--- src/rtl/mem_arbiter_if.sv ---
// Memory arbiter bus bundle: Dcache/Icache requests, memory port, per-cache returns.
// Latency: n/a (signal bundle only).
// Backpressure: memory stalls by returning response 0; a requester seeing 0 must hold.
interface mem_arbiter_if #(
    parameter int XLEN = 32
);
    // Dcache request side
    logic [1:0]      Dcache2mem_command;
    logic [XLEN-1:0] Dcache2mem_addr;
    logic [63:0]     Dcache2mem_data;
    // Icache request side (loads only)
    logic [1:0]      Icache2mem_command;
    logic [XLEN-1:0] Icache2mem_addr;
    // Memory response side
    logic [3:0]      mem2proc_response;
    logic [63:0]     mem2proc_data;
    logic [3:0]      mem2proc_tag;
    // Memory request side
    logic [1:0]      proc2mem_command;
    logic [XLEN-1:0] proc2mem_addr;
    logic [63:0]     proc2mem_data;
    // Dcache return side
    logic [3:0]      mem2Dcache_response;
    logic [63:0]     mem2Dcache_data;
    logic [3:0]      mem2Dcache_tag;
    // Icache return side
    logic [3:0]      mem2Icache_response;
    logic [63:0]     mem2Icache_data;
    logic [3:0]      mem2Icache_tag;
    // Status
    logic            grant_icache;
    logic            tag_error;

    // Arbiter side
    modport slave (
        input  Dcache2mem_command, Dcache2mem_addr, Dcache2mem_data,
        input  Icache2mem_command, Icache2mem_addr,
        input  mem2proc_response, mem2proc_data, mem2proc_tag,
        output proc2mem_command, proc2mem_addr, proc2mem_data,
        output mem2Dcache_response, mem2Dcache_data, mem2Dcache_tag,
        output mem2Icache_response, mem2Icache_data, mem2Icache_tag,
        output grant_icache, tag_error
    );

    // Caches/memory side
    modport master (
        output Dcache2mem_command, Dcache2mem_addr, Dcache2mem_data,
        output Icache2mem_command, Icache2mem_addr,
        output mem2proc_response, mem2proc_data, mem2proc_tag,
        input  proc2mem_command, proc2mem_addr, proc2mem_data,
        input  mem2Dcache_response, mem2Dcache_data, mem2Dcache_tag,
        input  mem2Icache_response, mem2Icache_data, mem2Icache_tag,
        input  grant_icache, tag_error
    );
endinterface

--- src/rtl/mem_arbiter.sv ---
// Two-requester memory arbiter (Dcache priority, Icache anti-starvation) with tag ownership table.
// Latency: grant and response routing combinational (0 cycles); owner table/tag_error update at the edge.
// Backpressure: the loser sees response 0 (stall) and must hold; nothing is buffered here.
module mem_arbiter #(
    parameter int STARVE_LIMIT = 4,
    parameter int XLEN         = 32
) (
    input  logic          clock,
    input  logic          reset,   // synchronous, active-low
    mem_arbiter_if.slave  bus
);
    localparam logic [1:0] BUS_NONE = 2'd0;
    localparam logic [1:0] BUS_LOAD = 2'd1;
    localparam int         SW       = $clog2(STARVE_LIMIT + 1);
    localparam logic [SW-1:0] LIMIT = SW'(STARVE_LIMIT);

    logic [SW-1:0] starve_q, starve_d;
    logic [15:0]   valid_q, valid_d;
    logic [15:0]   owner_q, owner_d;   // 1 = Icache, 0 = Dcache
    logic          tag_error_q, tag_error_d;

    logic          icache_req, dcache_req;
    logic          grant_i, grant_d;
    logic [1:0]    fwd_cmd;
    logic [3:0]    resp, cpl_tag;
    logic          cpl_hit, accept_load;

    // Grant selection and forwarding of the winner onto the memory port
    always_comb begin
        icache_req = (bus.Icache2mem_command != BUS_NONE);
        dcache_req = (bus.Dcache2mem_command != BUS_NONE);
        grant_i    = reset && icache_req && (!dcache_req || (starve_q >= LIMIT));
        grant_d    = reset && dcache_req && !grant_i;
        resp       = bus.mem2proc_response;

        fwd_cmd            = BUS_NONE;
        bus.proc2mem_addr  = '0;
        bus.proc2mem_data  = '0;
        if (grant_i) begin
            fwd_cmd           = bus.Icache2mem_command;
            bus.proc2mem_addr = bus.Icache2mem_addr;
        end else if (grant_d) begin
            fwd_cmd           = bus.Dcache2mem_command;
            bus.proc2mem_addr = bus.Dcache2mem_addr;
            bus.proc2mem_data = bus.Dcache2mem_data;
        end
        bus.proc2mem_command    = fwd_cmd;
        bus.grant_icache        = grant_i;
        bus.mem2Dcache_response = grant_d ? resp : 4'd0;
        bus.mem2Icache_response = grant_i ? resp : 4'd0;
        accept_load             = (grant_i || grant_d) && (fwd_cmd == BUS_LOAD) && (resp != 4'd0);
    end

    // Completion routing: the owner table steers the tag, data goes to both caches
    always_comb begin
        cpl_tag                 = bus.mem2proc_tag;
        cpl_hit                 = reset && (cpl_tag != 4'd0) && valid_q[cpl_tag];
        bus.mem2Dcache_tag      = (cpl_hit && !owner_q[cpl_tag]) ? cpl_tag : 4'd0;
        bus.mem2Icache_tag      = (cpl_hit &&  owner_q[cpl_tag]) ? cpl_tag : 4'd0;
        bus.mem2Dcache_data     = bus.mem2proc_data;
        bus.mem2Icache_data     = bus.mem2proc_data;
        bus.tag_error           = tag_error_q;
    end

    // Next-state: completion clears before acceptance writes, so a same-tag accept wins
    always_comb begin
        valid_d     = valid_q;
        owner_d     = owner_q;
        tag_error_d = tag_error_q;
        starve_d    = starve_q;
        if (cpl_tag != 4'd0) begin
            if (valid_q[cpl_tag]) begin
                valid_d[cpl_tag] = 1'b0;
            end else begin
                tag_error_d = 1'b1;
            end
        end
        if (accept_load) begin
            valid_d[resp] = 1'b1;
            owner_d[resp] = grant_i;
        end
        if (!icache_req || (grant_i && (resp != 4'd0))) begin
            starve_d = '0;
        end else if (starve_q < LIMIT) begin
            starve_d = starve_q + 1'b1;
        end
    end

    // State registers with synchronous active-low clear
    always_ff @(posedge clock) begin
        if (!reset) begin
            starve_q    <= '0;
            valid_q     <= '0;
            owner_q     <= '0;
            tag_error_q <= 1'b0;
        end else begin
            starve_q    <= starve_d;
            valid_q     <= valid_d;
            owner_q     <= owner_d;
            tag_error_q <= tag_error_d;
        end
    end
endmodule

--- src/flat_wrapper.sv ---
// flat-port wrapper written by rule: the top's interface ports become plain ports
module mem_arbiter_flat 
#(
    parameter int STARVE_LIMIT = 4,
    parameter int XLEN         = 32
)
  (clock, reset, bus_Dcache2mem_command, bus_Dcache2mem_addr, bus_Dcache2mem_data, bus_Icache2mem_command, bus_Icache2mem_addr, bus_mem2proc_response, bus_mem2proc_data, bus_mem2proc_tag, bus_proc2mem_command, bus_proc2mem_addr, bus_proc2mem_data, bus_mem2Dcache_response, bus_mem2Dcache_data, bus_mem2Dcache_tag, bus_mem2Icache_response, bus_mem2Icache_data, bus_mem2Icache_tag, bus_grant_icache, bus_tag_error);
  mem_arbiter_if #(.XLEN(XLEN)) bus_i ();
  input  logic clock;
  input  logic reset;
  input wire logic [$bits(bus_i.Dcache2mem_command)-1:0] bus_Dcache2mem_command;
  input wire logic [$bits(bus_i.Dcache2mem_addr)-1:0] bus_Dcache2mem_addr;
  input wire logic [$bits(bus_i.Dcache2mem_data)-1:0] bus_Dcache2mem_data;
  input wire logic [$bits(bus_i.Icache2mem_command)-1:0] bus_Icache2mem_command;
  input wire logic [$bits(bus_i.Icache2mem_addr)-1:0] bus_Icache2mem_addr;
  input wire logic [$bits(bus_i.mem2proc_response)-1:0] bus_mem2proc_response;
  input wire logic [$bits(bus_i.mem2proc_data)-1:0] bus_mem2proc_data;
  input wire logic [$bits(bus_i.mem2proc_tag)-1:0] bus_mem2proc_tag;
  output wire logic [$bits(bus_i.proc2mem_command)-1:0] bus_proc2mem_command;
  output wire logic [$bits(bus_i.proc2mem_addr)-1:0] bus_proc2mem_addr;
  output wire logic [$bits(bus_i.proc2mem_data)-1:0] bus_proc2mem_data;
  output wire logic [$bits(bus_i.mem2Dcache_response)-1:0] bus_mem2Dcache_response;
  output wire logic [$bits(bus_i.mem2Dcache_data)-1:0] bus_mem2Dcache_data;
  output wire logic [$bits(bus_i.mem2Dcache_tag)-1:0] bus_mem2Dcache_tag;
  output wire logic [$bits(bus_i.mem2Icache_response)-1:0] bus_mem2Icache_response;
  output wire logic [$bits(bus_i.mem2Icache_data)-1:0] bus_mem2Icache_data;
  output wire logic [$bits(bus_i.mem2Icache_tag)-1:0] bus_mem2Icache_tag;
  output wire logic [$bits(bus_i.grant_icache)-1:0] bus_grant_icache;
  output wire logic [$bits(bus_i.tag_error)-1:0] bus_tag_error;
  assign bus_i.Dcache2mem_command = bus_Dcache2mem_command;
  assign bus_i.Dcache2mem_addr = bus_Dcache2mem_addr;
  assign bus_i.Dcache2mem_data = bus_Dcache2mem_data;
  assign bus_i.Icache2mem_command = bus_Icache2mem_command;
  assign bus_i.Icache2mem_addr = bus_Icache2mem_addr;
  assign bus_i.mem2proc_response = bus_mem2proc_response;
  assign bus_i.mem2proc_data = bus_mem2proc_data;
  assign bus_i.mem2proc_tag = bus_mem2proc_tag;
  assign bus_proc2mem_command = bus_i.proc2mem_command;
  assign bus_proc2mem_addr = bus_i.proc2mem_addr;
  assign bus_proc2mem_data = bus_i.proc2mem_data;
  assign bus_mem2Dcache_response = bus_i.mem2Dcache_response;
  assign bus_mem2Dcache_data = bus_i.mem2Dcache_data;
  assign bus_mem2Dcache_tag = bus_i.mem2Dcache_tag;
  assign bus_mem2Icache_response = bus_i.mem2Icache_response;
  assign bus_mem2Icache_data = bus_i.mem2Icache_data;
  assign bus_mem2Icache_tag = bus_i.mem2Icache_tag;
  assign bus_grant_icache = bus_i.grant_icache;
  assign bus_tag_error = bus_i.tag_error;
  mem_arbiter #(.STARVE_LIMIT(STARVE_LIMIT), .XLEN(XLEN)) u_core (.clock(clock), .reset(reset), .bus(bus_i));
endmodule
--- config.mk ---
export PLATFORM = sky130hd
export DESIGN_NAME = mem_arbiter_flat
export DESIGN_NICKNAME = d
export VERILOG_FILES = /design/src/rtl/mem_arbiter_if.sv /design/src/rtl/mem_arbiter.sv /design/src/flat_wrapper.sv
export SDC_FILE = /design/constraint.sdc
export NUM_CORES = 1
export LEC_CHECK = 0
export ABC_CLOCK_PERIOD_IN_PS = 2300
export CORE_AREA = 4 4 172 174
export DETAILED_ROUTE_END_ITERATION = 12
export DIE_AREA = 0 0 176 178
export GPL_ROUTABILITY_DRIVEN = 0
export SYNTH_ARGS = -nofsm -noshare
export SYNTH_HDL_FRONTEND = slang
export SYNTH_SLANG_ARGS = --single-unit
export TNS_END_PERCENT = 100
--- constraint.sdc ---
create_clock -name clock -period 2.3 [get_ports clock]
set_clock_uncertainty 0.2 [all_clocks]
set_input_delay 0.345 -clock clock [delete_from_list [all_inputs] [get_ports clock]]
set_output_delay 0.345 -clock clock [all_outputs]
set_load 0.02 [all_outputs]
==> metrics, run 1 <==
failing checks=negative setup slack; Most common cell on crit path=buf_8; leakage power=3.04 nW; final hold vios=0; die area=31300 um^2; drt first pass iters=4; I/O Pins=450; Crit Path Class=input port to output port; P&R area growth vs syn=90.1%; clk slew on worst S/H paths=0.05 ns; Worst Path Max Fanout=5; overall global routing resource usage=12.1%; worst r2r path cells=11; Hold WS=0.259 ns; routed vias=3816; Pwr Density=380 nW/um^2; Slew HR=70.7%; I/O Buffers=257; WL final=20500 um; largest stage delay on the critical path=0.52 ns; Synth cell types=41; Setup WS pre-CTS=-1.03 ns; global route overflow=0; Async SR Flop Fraction=0%; CP Cell Sequence=buf_8 > buf_8 > mux2_4 > mux4_2 > nand2b_4 > a21oi_4 > and2_4 > buf_6; CP Launch Type=input port; Starting Density=13.2%; #FFs+latches synth=36; final worst path period share=104%; EDFF count, synth=0; Critical Path Slowest Stage Cell=mux4_2; initial drt markers=206; Post-Syn Area per Cell=7.91 um^2; setup violators final=10; initial antenna violation count=4; CTS root buf=clkbuf_16; share of layout cells above drive strength 1=43.3%; RSZ-0062 raised after global routing=yes; CTS tree=built; H-tree Lvls=2; DR WL/cell=20.0 um; vias in the first global route=4067; Hold Path Cell Cnt=2; Least-Margin Pin Slew=0.434 ns; clock buffer count from CTS=5; die height=178 um; Post-Synthesis Cell Area=3670 um^2; CP endpoint kind=output port; Mapped Cells=464; largest net degree at the start of global routing=39; Crit path required time=1.75 ns; type of the worst min-delay path=flip-flop to flip-flop; DRC viols=0; peak supply drop=0.219 mV; Die X=176 um; Ys Warns=0; placed wire-length estimate=16300 um; Synthesized Nets=671; core box area=27800 um^2; crit path DAT=1.85 ns; FMAX=418 MHz; max_cap viols=0; sequential share of the synthesized area=19.6%; Vias/cell=3.73; Clock Path Buffers=2; first-pass GRT wire length=27800 um; Synth Flop Type=dfxtp_1; Tmin final=2.39 ns; clock sinks=36; outcome=complete, but fails checks; Cell Rows=61; fin. max-slew vios=0; Post-DRT Antenna Nets=0; worst-skew pair later-pin latency=0.28 ns; Final #Nets=851; Layout fillers=3022; Final WS setup=-0.0934 ns
## sequential cells by signal (all words and copies together) (netlist names)
signal                flops
u_core.bus.tag_error      1
u_core.owner_q           16
u_core.starve_q           3
u_core.valid_q           16
## worst max-delay path: cells and delay by family
kind | cells | cell delay [ns]
AO/OA/AOI/OAI | 1 | 0.07
AND/OR/NAND/NOR | 2 | 0.27
multiplexers | 2 | 0.82
buffers and inverters | 3 | 0.35
## worst paths after layout
check	from	to	slack (ns)
worst max register to register	u_core.valid_q[13]	u_core.bus.tag_error	0.38
worst min-delay path	u_core.owner_q[10]	u_core.owner_q[10]	0.26
worst max-delay path	bus_mem2proc_tag[0]	bus_mem2Dcache_tag[2]	-0.09
worst min register to register	u_core.owner_q[10]	u_core.owner_q[10]	0.26
## power by group
| group | total [mW] | switching, mW | internal [mW] | leakage (nW) |
|---|---|---|---|---|
| sequential | 0.636 | 0.00470 | 0.632 | 0.292 |
| combinational | 1.24 | 0.535 | 0.705 | 2.67 |
| clock | 0.776 | 0.267 | 0.509 | 0.0798 |
| total | 2.65 | 0.807 | 1.85 | 3.04 |
## synthesized netlist by cell type, types with 2 or more instances
| cell | count | share of area (%) |
|---|---|---|
| buf_2 | 11 | 1.5 |
| buf_4 | 129 | 26 |
| mux2_4 | 2 | 0.82 |
| nand2_1 | 23 | 2.4 |
| clkbuf_1 | 13 | 1.3 |
| buf_1 | 2 | 0.20 |
| nor2_1 | 16 | 1.6 |
| a21oi_1 | 19 | 2.6 |
| mux2i_1 | 20 | 5.5 |
| nand3_1 | 11 | 1.5 |
| or2_2 | 2 | 0.34 |
| dfxtp_1 | 36 | 20 |
| nand2b_1 | 6 | 1.0 |
| a22o_1 | 32 | 7.6 |
| mux2_1 | 2 | 0.61 |
| mux4_2 | 2 | 1.2 |
| nor2b_1 | 8 | 1.4 |
| o21ai_0 | 18 | 2.5 |
| inv_2 | 2 | 0.20 |
| o21a_1 | 2 | 0.41 |
| and2_1 | 81 | 14 |
| nand4_1 | 6 | 1.0 |
| mux4_1 | 3 | 2.1 |
## through the flow
stage                     cells  total power [mW]  cell area (um^2)  utilization [%]  setup TNS [ns]
after floorplan             464              1.34              3670                -               0
after global placement      978              1.68              6020             21.7          -66.27
after detailed placement    978              1.69              6020             21.7          -68.11
after CTS                  1013              2.63              6710             24.2           -1.64
after global routing       1023              2.75              6970             25.1           -2.99
final                      1024              2.65              6980             25.1          -0.550
## layout by cell type, fill, tap and decap left out, types with 21 or more instances in the layout
cell type	instances
buf_12	24
buf_2	43
buf_6	52
clkdlybuf4s50_1	133
buf_4	50
and2_4	39
nand2_1	23
a22o_1	21
and2_1	42
dfxtp_1	33
## cell families after synthesis
family / synth area share, %
flops: 19.6
mux: 10.6
fa+ha+maj: 0.341
xor+xnor: 0.239
compound gates: 14.7
buf+inv: 30.0
simple gates: 24.5
## metal layers
| layer | vias to the layer above | wire length [um] | GRT usage [%] |
|---|---|---|---|
| li1 | 1793 | - | - |
| met1 | 1756 | 7290 | 12.5 |
| met2 | 242 | 10900 | 23.1 |
| met3 | 19 | 1980 | 4.92 |
| met4 | 6 | 333 | 2.47 |
| met5 | - | 47 | 0 |
## layout make-up
class,count,area (um^2),share of cell area [%]
repair buffers,329,3480,49.8
multi-input cells,269,2120,30.4
flip-flops and latches,36,724,10.4
well taps,378,473,6.78
clock buffers,5,125,1.79
clock inverters,3,42.5,0.610
inverters,3,11.3,0.161
diodes,1,2.50,0.0359
## repair_timing
action                     CTS  global route
gates cloned                 8             5
setup buffers               19             7
hold buffers                 0             0
setup endpoints to repair  113           107
pin swaps                   40            17
resized for setup          433            59
Power figures use the tool's default switching activity.
==> inputs of run 2 (changes only) <==
--- a/config.mk
+++ b/config.mk
@@ -6,10 +6,13 @@
 export NUM_CORES = 1
 export LEC_CHECK = 0
 export ABC_CLOCK_PERIOD_IN_PS = 2300
-export CORE_AREA = 4 4 172 174
+export CELL_PAD_IN_SITES_DETAIL_PLACEMENT = 0
+export CELL_PAD_IN_SITES_GLOBAL_PLACEMENT = 1
+export CORE_AREA = 4 4 171 173
 export DETAILED_ROUTE_END_ITERATION = 12
-export DIE_AREA = 0 0 176 178
+export DIE_AREA = 0 0 175 177
 export GPL_ROUTABILITY_DRIVEN = 0
+export PLACE_DENSITY_LB_ADDON = 0.1
 export SYNTH_ARGS = -nofsm -noshare
 export SYNTH_HDL_FRONTEND = slang
 export SYNTH_SLANG_ARGS = --single-unit
==> run 2 against run 1 <==
  * The run still ends with negative setup slack left
  * First-iteration DRC count fell by 47%
  * Sequential power barely moved
  * Worst setup slack got worse by 0.0038 ns
  * Highest routed layer unchanged
==> metrics, run 2 (synthesized netlist as in run 1, its figures left out) <==
drt first pass iters=4 (unchanged); Clock Power Share=29.5% (+0.2 points); largest net degree at the start of global routing=25 (-36%); Pwr Density=377 nW/um^2 (-0.80%); global route overflow=0 (unchanged); Worst Path Max Fanout=6 (+1); worst r2r src=u_core.starve_q[2]; internal power=1.86 mW (+0.78%); I/O Buffers=257 (unchanged); sw frac=29.8% (-0.68 points); FMAX=417 MHz (-0.16%); crit path to=bus_mem2Dcache_tag[1]; P&R area growth vs syn=91.2%; clock sinks=36 (unchanged); vias in the first global route=4003 (-1.6%); hold buffer count at CTS=0 (unchanged); core box area=27600 um^2 (-0.55%); worst r2r path cells=7 (-4); final worst path period share=104% (+0.17 points); I/O Pins=450 (unchanged); Starting Density=13.3% (+0.073 points); initial antenna violation count=7 (+3); max_cap viols=0 (unchanged); CTS tree=built; Clock Path Buffers=2 (unchanged); die height=177 um (-0.56%); Core Util, Final=25.4% (+0.29 points); initial drt markers=109 (-47%); CP Launch Type=input port; Reg power frac=24.0% (about the same); leakage power=3.05 nW (+0.11%); start point of the critical path=bus_mem2proc_tag[0]; setup violators final=7 (-3); RSZ-0062 raised after global routing=yes; crit path DAT=1.85 ns (about the same); share of layout cells above drive strength 1=45.2% (+1.9 points); Vias/cell=3.67 (-1.5%); die area=31000 um^2 (-1.1%); Setup WS pre-CTS=-1.04 ns (-0.00319 ns); type of the worst min-delay path=flip-flop to flip-flop; Tmin final=2.40 ns (+0.00383 ns); outcome=complete, but fails checks; Final Cell Area=7020 um^2 (+0.61%); clk slew on worst S/H paths=0.06 ns (about the same); Layout fillers=3113 (+3.0%); Crit Path Class=input port to output port; DR WL/cell=20.1 um (+0.37%); DRC viols=0 (unchanged); DP Area=5970 um^2 (-0.83%); worst-skew pair later-pin latency=0.28 ns (about the same); Post-DRT Antenna Nets=0 (unchanged); switching power=0.788 mW (-2.4%); failing checks=negative setup slack; combinational group share of total power=46.4% (-0.4 points); first-pass GRT wire length=28700 um (+3.4%); CTS root buf=clkbuf_16; most frequent cells in the layout=135 x clkdlybuf4s50_1, 88 x buf_6, 55 x and2_4; Final WS setup=-0.0973 ns (-0.00383 ns); Die X=175 um (-0.57%); H-tree Lvls=2 (unchanged); Least-Margin Pin Slew=0.443 ns (+0.00898 ns); clock buffer count from CTS=5 (unchanged); Slew HR=70.1% (-0.61 points); final hold vios=0 (unchanged); reg2reg end=u_core.owner_q[7]; biggest regs=u_core.owner_q (16), u_core.valid_q (16), u_core.starve_q (3); Cell Rows=61 (unchanged); peak supply drop=0.256 mV (+17%); Final #Nets=841 (-1.2%); CP endpoint kind=output port; commonest non-fill, non-tap cell in the layout=clkdlybuf4s50_1; placed wire-length estimate=16800 um (+3.4%); overall global routing resource usage=12.6% (+0.48 points); WL final=20400 um (-0.61%); fin. max-slew vios=0 (unchanged); Crit path required time=1.75 ns (about the same); reg2reg setup slack=0.58 ns (+0.20 ns); routed vias=3721 (-2.5%)
run 2: cell types whose count changed in the layout (fill, tap and decap cells not counted), moves of 2 or more:
cell	before	now
and2_1	42	26
and2_4	39	55
buf_12	24	14
buf_2	43	14
buf_4	50	46
buf_6	52	88
buf_8	8	4
clkdlybuf4s50_1	133	135
dfxtp_1	33	30
dfxtp_2	3	6
run 2: cell type report:
type	count	area, um^2	share of cell area, %
Antenna cell	1	2.50	0.0357
Inverter	3	11.3	0.160
Tap cell	378	473	6.74
Sequential cell	36	728	10.4
Clock buffer	5	125	1.78
Timing Repair Buffer	319	3480	49.5
Multi-Input combinational cell	269	2160	30.8
Clock inverter	3	42.5	0.606
run 2: worst min path at each step:
stage / to / cells past startpoint / from
after floorplan: u_core.owner_q[0] / 1 / u_core.owner_q[0]
after global placement: u_core.valid_q[0] / 1 / u_core.valid_q[0]
after detailed placement: u_core.owner_q[0] / 1 / u_core.owner_q[0]
after CTS: u_core.owner_q[12] / 2 / u_core.owner_q[12]
after global routing: u_core.owner_q[10] / 2 / u_core.owner_q[10]
final: u_core.owner_q[3] / 2 / u_core.owner_q[3]
run 2: metrics by stage:
step	power (mW)	cells	setup TNS (ns)	hold WS [ns]
5_1_grt	2.76	1013	-2.60	0.293
3_3_place_gp	1.65	981	-76.29	0.264
6_report	2.65	1014	-0.556	0.273
3_5_place_dp	1.66	981	-75.20	0.263
4_1_cts	2.57	1006	-0.800	0.277
2_1_floorplan	1.34	464	0	0.222
run 2: layer usage:
| metal | GRT usage (%) | share of wire (%) |
|---|---|---|
| met1 | 12.0 | 34 |
| met3 | 7.18 | 12 |
| met5 | 0 | 0.34 |
| met2 | 24.0 | 53 |
| met4 | 1.77 | 0.50 |
run 2: worst max-delay path, cell delays in order:
cell and delay (ns):
buf_8 0.11, buf_12 0.13, mux2_4 0.30, mux4_2 0.51
nand2b_4 0.12, a21oi_4 0.07, and2_4 0.14, buf_6 0.12
run 2: repair_timing:
action	in CTS	in global routing
resized for setup	493	124
pin swaps	29	43
setup endpoints to repair	115	95
gates cloned	8	5
setup buffers	9	4
endpoints found under the hold margin	0	0
run 2: power by group through the flow:
| stage | Combinational (mW) | Clock [mW] | Sequential (mW) |
|---|---|---|---|
| 5_1_grt | 1.30 | 0.827 | 0.636 |
| 3_3_place_gp | 1.00 | 0 | 0.650 |
| 6_report | 1.23 | 0.782 | 0.636 |
| 4_1_cts | 1.13 | 0.803 | 0.636 |
| 3_5_place_dp | 1.01 | 0 | 0.650 |
| 2_1_floorplan | 0.685 | 0 | 0.651 |
==> inputs of run 3 (changes only) <==
--- a/config.mk
+++ b/config.mk
@@ -13,6 +13,7 @@
 export DIE_AREA = 0 0 175 177
 export GPL_ROUTABILITY_DRIVEN = 0
 export PLACE_DENSITY_LB_ADDON = 0.1
+export RECOVER_POWER = 100
 export SYNTH_ARGS = -nofsm -noshare
 export SYNTH_HDL_FRONTEND = slang
 export SYNTH_SLANG_ARGS = --single-unit
==> run 3 against run 2 <==
  * The flow still finishes with violations (negative setup slack)
  * Final cell count unchanged
  * Combinational power about the same
  * Via count about the same
  * Count of clock-buffer cells in the layout unchanged
  * Routed wire length about the same
  * Critical path type unchanged
  * Largest power group unchanged
==> metrics, run 3 (synthesized netlist as in run 1, its figures left out) <==
Hold WS=0.273 ns (+0.0000150 ns); Final Cell Area=6960 um^2 (-0.89%); leakage power=3.00 nW (-1.4%); WL final=20400 um (about the same); share of layout cells above drive strength 1=44.4% (-0.79 points); global route overflow=0 (unchanged); CTS tree=built; Cell Rows=61 (unchanged); I/O Pins=450 (unchanged); largest net degree at the start of global routing=25 (unchanged); CTS root buf=clkbuf_16; routed vias=3720 (-0.027%); peak supply drop=0.256 mV (unchanged); I/O Buffers=257 (unchanged); fin. max-slew vios=0 (unchanged); Clock Path Buffers=2 (unchanged); DP Area=5970 um^2 (unchanged); H-tree Lvls=2 (unchanged); Pwr Density=379 nW/um^2 (+0.36%); Worst Path Max Fanout=6 (unchanged); met1 GRT Util=12.0% (unchanged); clock sinks=36 (unchanged); GR peak layer=met2; CP endpoint kind=output port; initial antenna violation count=7 (unchanged); core box area=27600 um^2 (unchanged); met2 global-route usage=24.0% (unchanged); clk slew on worst S/H paths=0.06 ns (about the same); final worst path period share=104% (about the same); CP Launch Type=input port; Post-DRT Antenna Nets=0 (unchanged); Final WS setup=-0.0975 ns (-0.000215 ns); reg2reg setup slack=0.19 ns (-0.39 ns); Slew HR=60.8% (-9.3 points); failing checks=negative setup slack; Tmin final=2.40 ns (+0.000215 ns); clock buffer count from CTS=5 (unchanged); drt first pass iters=4 (unchanged); Final #Nets=841 (unchanged); Core Util, Final=25.2% (-0.23 points); met3 Use GR=7.18% (unchanged); Die X=175 um (unchanged); initial drt markers=101 (-7.3%); die height=177 um (unchanged); total negative setup slack=-0.792 ns (-0.236 ns); final hold vios=0 (unchanged); crit path DAT=1.85 ns (about the same); setup violators final=28 (+21); type of the worst min-delay path=flip-flop to flip-flop; DR WL/cell=20.1 um (about the same); hold buffer count at CTS=0 (unchanged); die area=31000 um^2 (unchanged); outcome=complete, but fails checks; Tot Pwr=2.63 mW (-0.54%); overall global routing resource usage=12.6% (unchanged); Crit path required time=1.75 ns (about the same); placed wire-length estimate=16800 um (unchanged); P&R area growth vs syn=89.5%; max_cap viols=0 (unchanged); Starting Density=13.3% (unchanged); Setup WS pre-CTS=-1.04 ns (unchanged); fin cells=1014 (unchanged); biggest regs=u_core.owner_q (16), u_core.valid_q (16), u_core.starve_q (3); placed insts=981 (unchanged); Least-Margin Pin Slew=0.587 ns (+0.145 ns); vias in the first global route=4003 (unchanged); most frequent cells in the layout=133 x clkdlybuf4s50_1, 86 x buf_6, 55 x and2_4; RSZ-0062 raised after global routing=yes; first-pass GRT wire length=28700 um (unchanged); Vias/cell=3.67 (about the same); FMAX=417 MHz (about the same); worst-skew pair later-pin latency=0.28 ns (about the same); Crit Path Class=input port to output port; DRC viols=0 (unchanged); commonest non-fill, non-tap cell in the layout=clkdlybuf4s50_1
## run 3: changes by cell type in the layout (fill, tap and decap cells not counted), sizes merged
cell and delta:
clkbuf +10, buf -9, clkdlybuf4s50 -2, dlygate4sd3 +2, dlymetal6s2s -1
## run 3: final timing paths
kind / to / cells past startpoint / startpoint
worst min register to register: u_core.owner_q[3] / 2 / u_core.owner_q[3]
worst min-delay path: u_core.owner_q[3] / 2 / u_core.owner_q[3]
worst max register to register: u_core.owner_q[1] / 7 / u_core.starve_q[2]
worst max-delay path: bus_mem2Dcache_tag[1] / 8 / bus_mem2proc_tag[0]
## run 3: power breakdown
group / total, mW / switching [mW] / internal [mW]
sequential: 0.636 / 0.00444 / 0.631
combinational: 1.21 / 0.508 / 0.705
clock: 0.784 / 0.275 / 0.509
total: 2.63 / 0.788 / 1.85
## run 3: layout make-up
| cell class | count | area, um^2 |
|---|---|---|
| flip-flops and latches | 36 | 728 |
| well taps | 378 | 473 |
| fillers | 3119 | 20700 |
| diodes | 1 | 2.50 |
| repair buffers | 319 | 3420 |
| inverters | 3 | 11.3 |
| multi-input cells | 269 | 2150 |
| clock inverters | 3 | 42.5 |
| clock buffers | 5 | 125 |
## run 3: routing by layer
layer	share of wire, %	vias to the layer above
li1	-	1775
met1	34	1710
met2	53	204
met3	12	19
met4	0.48	12
met5	0.34	-
## run 3: timing repair
| action | 4_1_cts | 5_1_grt |
|---|---|---|
| cloned | 8 | 5 |
| setup buffers | 9 | 4 |
| hold endpoints to repair | 0 | 0 |
| gates resized for setup | 493 | 124 |
| setup endpoints to repair | 115 | 95 |
| pin swaps | 29 | 43 |
## run 3: critical path: stages
cell,delay (ns)
buf_8,0.11
buf_12,0.13
mux2_4,0.30
mux4_2,0.52
nand2b_4,0.12
a21oi_4,0.07
and2_4,0.14
buf_6,0.12
